### src/rtl/rca_pkg.sv
// Shared definitions for the ripple-carry accumulator slice: FSM state
// encoding and the default datapath width.
package rca_pkg;

  typedef enum logic [1:0] {
    IDLE  = 2'd0,
    ACCUM = 2'd1,
    DONE  = 2'd2
  } rca_state_e;

  localparam int RCA_WIDTH = 4;

endpackage

### src/rtl/rca_nbit.sv
// Parameterised ripple-carry adder: a plain chain of full adders,
// purely combinational.
module rca_nbit #(
  parameter int WIDTH = rca_pkg::RCA_WIDTH
) (
  input  logic [WIDTH-1:0] x,
  input  logic [WIDTH-1:0] y,
  input  logic             c_in,
  output logic [WIDTH-1:0] sum,
  output logic             c_out
);

  logic [WIDTH:0] carry;

  assign carry[0] = c_in;

  // One full adder per bit, carry rippling from LSB to MSB.
  for (genvar i = 0; i < WIDTH; i++) begin : g_fa
    assign sum[i]      = x[i] ^ y[i] ^ carry[i];
    assign carry[i+1]  = (x[i] & y[i]) | (carry[i] & (x[i] ^ y[i]));
  end

  assign c_out = carry[WIDTH];

endmodule

### src/rtl/rca_accumulator.sv
// Batch accumulator around rca_nbit: takes NUM_OPS operands over a
// valid/ready stream, sums them with a sticky carry-out flag and presents
// the result on a valid/ready output.
// Optional build macro RCA_ACC_SATURATE_EN: clamp the accumulator to
// all-ones whenever an addition carries out (default: wrap mod 2^WIDTH).
//
// state | meaning
// IDLE  | waiting for start; outputs quiet
// ACCUM | accepting operands, one per transfer
// DONE  | result presented until out_ready
module rca_accumulator
  import rca_pkg::*;
#(
  parameter int WIDTH   = RCA_WIDTH,
  parameter int NUM_OPS = 4
) (
  input  logic             clk,
  input  logic             rst_n,
  input  logic             start,
  input  logic             c_in,
  input  logic             in_valid,
  input  logic [WIDTH-1:0] in_data,
  output logic             in_ready,
  output logic             out_valid,
  input  logic             out_ready,
  output logic [WIDTH-1:0] out_sum,
  output logic             out_ovf,
  output logic             busy
);

  localparam int CNT_W = $clog2(NUM_OPS + 1);
  localparam logic [CNT_W-1:0] LAST_CNT = CNT_W'(NUM_OPS - 1);

  rca_state_e       state_q, state_d;
  logic [WIDTH-1:0] acc_q, acc_d;
  logic             ovf_q, ovf_d;
  logic [CNT_W-1:0] cnt_q, cnt_d;
  logic             cin_q, cin_d;

  logic [WIDTH-1:0] add_s;
  logic             add_co;
  logic [WIDTH-1:0] acc_next;
  logic             xfer;

  rca_nbit #(.WIDTH(WIDTH)) u_rca (
    .x     (acc_q),
    .y     (in_data),
    .c_in  (cin_q),
    .sum   (add_s),
    .c_out (add_co)
  );

  // Operand transfer: ready is decoded from state, not registered.
  assign xfer = in_valid && (state_q == ACCUM);

  // Value loaded into acc on a transfer; saturating builds clamp on carry.
  always_comb begin
`ifdef RCA_ACC_SATURATE_EN
    acc_next = add_co ? {WIDTH{1'b1}} : add_s;
`else
    acc_next = add_s;
`endif
  end

  // State and datapath registers, cleared asynchronously.
  always_ff @(posedge clk or negedge rst_n) begin
    if (!rst_n) begin
      state_q <= IDLE;
      acc_q   <= '0;
      ovf_q   <= 1'b0;
      cnt_q   <= '0;
      cin_q   <= 1'b0;
    end else begin
      state_q <= state_d;
      acc_q   <= acc_d;
      ovf_q   <= ovf_d;
      cnt_q   <= cnt_d;
      cin_q   <= cin_d;
    end
  end

  // Next-state decode.
  always_comb begin
    state_d = state_q;
    case (state_q)
      IDLE:    if (start) state_d = ACCUM;
      ACCUM:   if (xfer && (cnt_q == LAST_CNT)) state_d = DONE;
      DONE:    if (out_ready) state_d = IDLE;
      default: state_d = IDLE;
    endcase
  end

  // Datapath updates: clear on accepted start, accumulate on each transfer.
  always_comb begin
    acc_d = acc_q;
    ovf_d = ovf_q;
    cnt_d = cnt_q;
    cin_d = cin_q;
    if ((state_q == IDLE) && start) begin
      acc_d = '0;
      ovf_d = 1'b0;
      cnt_d = '0;
      cin_d = c_in;
    end else if (xfer) begin
      acc_d = acc_next;
      ovf_d = ovf_q | add_co;
      cnt_d = cnt_q + CNT_W'(1);
      cin_d = 1'b0;
    end
  end

  // Outputs decoded from state; result fields read zero outside DONE.
  always_comb begin
    in_ready  = (state_q == ACCUM);
    out_valid = (state_q == DONE);
    busy      = (state_q == ACCUM) || (state_q == DONE);
    out_sum   = (state_q == DONE) ? acc_q : '0;
    out_ovf   = (state_q == DONE) ? ovf_q : 1'b0;
  end

endmodule

### config.mk
export PLATFORM = sky130hd
export DESIGN_NAME = rca_accumulator
export DESIGN_NICKNAME = d
export VERILOG_FILES = /design/src/rtl/rca_pkg.sv /design/src/rtl/rca_nbit.sv /design/src/rtl/rca_accumulator.sv
export SDC_FILE = /design/constraint.sdc
export NUM_CORES = 1
export LEC_CHECK = 0
export ABC_AREA = 1
export CAP_MARGIN = 0
export CORE_MARGIN = 2
export CORE_UTILIZATION = 53
export CTS_BUF_LIST = sky130_fd_sc_hd__clkbuf_2
export CTS_CLUSTER_DIAMETER = 200
export CTS_CLUSTER_SIZE = 24
export DETAILED_ROUTE_END_ITERATION = 7
export GPL_TIMING_DRIVEN = 0
export PLACE_DENSITY_LB_ADDON = 0.1
export SYNTH_ARGS = -nofsm -noshare
export SYNTH_HDL_FRONTEND = slang
export SYNTH_SLANG_ARGS = --single-unit
### constraint.sdc
create_clock -name clk -period 4.6 [get_ports clk]
set_input_delay 1.15 -clock clk [delete_from_list [all_inputs] [get_ports clk]]
set_output_delay 1.15 -clock clk [all_outputs]
set_load 0.005 [all_outputs]
==> flow_summary.json <==
{
  "row_count": 13,
  "cp_common_cell": "fa_1",
  "critPathArrivalTime_ps": 3230,
  "start_util_pct": 55.3,
  "cp-start-kind": "input pin",
  "crit_start": "in_data[0]",
  "synthAdderAreaFrac_pct": 22.1,
  "synth.cell_area_um2": 702,
  "cts-buffers-inserted": 3,
  "antenna_cells": 0,
  "die_y_um": 40.4,
  "drv_cap": 0,
  "antenna_found_initial": 0,
  "placed_cell_area_um2": 891,
  "grt_pass1_wl_um": 1960,
  "wl_um": 1240,
  "cpLargestDelayFamily": "adder cells",
  "nets": 123,
  "worstMarginPinSlew_ps": 516,
  "drive_gt1_share_pct": 11.8,
  "clock-sinks": 11,
  "cts_buffer_depth": 2,
  "post-route-min-period_ps": 3060,
  "ios": 18,
  "drt_iter0_markers": 12,
  "cp_max_fo": 1,
  "hpwlAfterDp_um": 977,
  "cts_hold_buf": 0,
  "post_cts_buffers": 0,
  "cp_slowest_cell": "clkdlybuf4s50_1",
  "netlist_instances": 81,
  "die_area_mm2": 0.00163,
  "cts_tree": "built",
  "rsz0062_at_grt": "no",
  "avgRoutedWirePerCell_um": 10.6,
  "yosysSeqAreaShare_pct": 39.2,
  "rr_startpoint": "acc_q[0]",
  "yosysUniqueCellTypes": 14,
  "final_common_cell": "nand2_1",
  "setup_tns_ps": 0,
  "insertion_delay_ps": 260,
  "synth_top_family_by_area": "simple AND/OR/NAND/NOR gates",
  "min_from": "cnt_q[1]",
  "timing.final.hold_violations": 0,
  "relSlewSlack_pct": 65.5,
  "hp-class": "register to register",
  "overflow": 0,
  "power.total_uw": 455,
  "layout_common_cells": "24 x nand2_1, 17 x clkdlybuf4s50_1, 16 x inv_1",
  "avgSynthCellArea_um2": 8.67,
  "gp_congestion": 0.755,
  "syn_nets": 101,
  "track_usage_pct": 18.8,
  "end_kind": "register",
  "cts-root-buf": "clkbuf_2",
  "path_buf_inv": 3,
  "path_class": "input pin to register",
  "instances_no_fill": 117,
  "crit_path_cell_trace": "clkdlybuf4s50_1 > inv_1 > fa_1 > fa_1 > inv_1 > fa_1 > fa_1 > nand3_1 > nand2_1",
  "fin_worst_skew_ps": 8.80,
  "place_ws_ps": 1210,
  "core_area_mm2": 0.00127,
  "crit_required_ps": 4770,
  "synth-seq-cells": 11,
  "fin_crit_sh_pct": 66.6,
  "num_vias": 559,
  "power.density_mw_per_mm2": 499,
  "grt_start_max_net_pins": 12,
  "slew_viol_final": 0,
  "die_x_um": 40.4,
  "grt_pass1_vias": 464,
  "p_leak_uw": 0.000489,
  "stdcell_area_um2": 911,
  "setup_violations": 0,
  "vias_per_cell": 4.78,
  "yosys.area_share.simple_pct": 22.5,
  "synthMuxAreaShare_pct": 0,
  "timing.fmax_mhz": 327,
  "yosysWarnings": 0,
  "postRouteAntennaNets": 0,
  "drt-pass1-iter-count": 4,
  "drc": 0,
  "synth-compound-area-share_pct": 6.06,
  "synth_xor_area_share_pct": 0,
  "placedCellCount": 113,
  "clk_pin_slew_ps": 110,
  "cts_resized": 0,
  "vdd_drop_max_v": 0.000278,
  "setup_ws_ps": 1540,
  "area_growth_pct": 29.8,
  "h-tree-depth": 1,
  "slowest_delay_ps": 450,
  "status": "finished, final reports clean",
  "io_buffers": 17
}
cell families after synthesis:
| kind of cell | Yosys count |
|---|---|
| buf+inv | 18 |
| simple gates | 35 |
| fa+ha+maj | 10 |
| compound gates | 7 |
| flops | 11 |
tightest hold or removal path: cells and delay by family (launching register included):
kind / cells / cell delay [ps]
and+or+nand+nor: 2 / 110
DFF: 1 / 360
metrics by stage:
| stage | utilization, % | hold WS [ps] |
|---|---|---|
| final | 71.8 | 494 |
| after global routing | 71.8 | 532 |
| after CTS | 71.8 | 499 |
| after detailed placement | 70.2 | 476 |
| after global placement | 70.2 | 464 |
| after floorplan | - | 446 |
where the power goes:
part	switching [uW]	internal, uW	total, uW
Sequential	28.4	133	161
Clock	33.1	23.1	56.1
Combinational	127	110	237
cells in the mapped netlist, drive strengths merged:
cell type / count / area (um2)
nand3: 5 / 25.0
o21ai: 7 / 42.5
clkinv: 1 / 5.00
inv: 17 / 66.3
fa: 4 / 80.1
nand4: 2 / 12.5
dfrtp: 11 / 275
nand2: 28 / 120
ha: 6 / 75.1
layout make-up:
class | count | area (um2)
Inverter | 18 | 71.3
Multi-Input combinational cell | 52 | 355
Tap cell | 15 | 18.8
Sequential cell | 11 | 275
Timing Repair Buffer | 17 | 170
Clock buffer | 4 | 20.0
Fill cell | 106 | 358
state kept, by name (all words and copies together) (netlist names):
| signal | count |
|---|---|
| acc_q | 4 |
| cin_q | 1 |
| cnt_q | 3 |
| state_q | 2 |
| ovf_q | 1 |
worst paths after layout:
check                      cells past startpoint  slack, ps  endpoint
min in group asynchronous                      1       1210  acc_q[0]
max in group asynchronous                      1       3040  cnt_q[0]
max                                            9       1540  acc_q[3]
min reg2reg                                    2        490  cnt_q[1]
min                                            2        490  cnt_q[1]
max reg2reg                                    8       2500  acc_q[3]
routing by layer:
metal | track usage [%] | vias up | part of all wire (%)
met4 | 10.0 | 0 | 2.7
met3 | 3.33 | 5 | 5.5
met1 | 26.9 | 250 | 48
met2 | 26.6 | 15 | 44
li1 | - | 289 | -
met5 | 0 | - | 0
(Power assumes the default switching activity.)
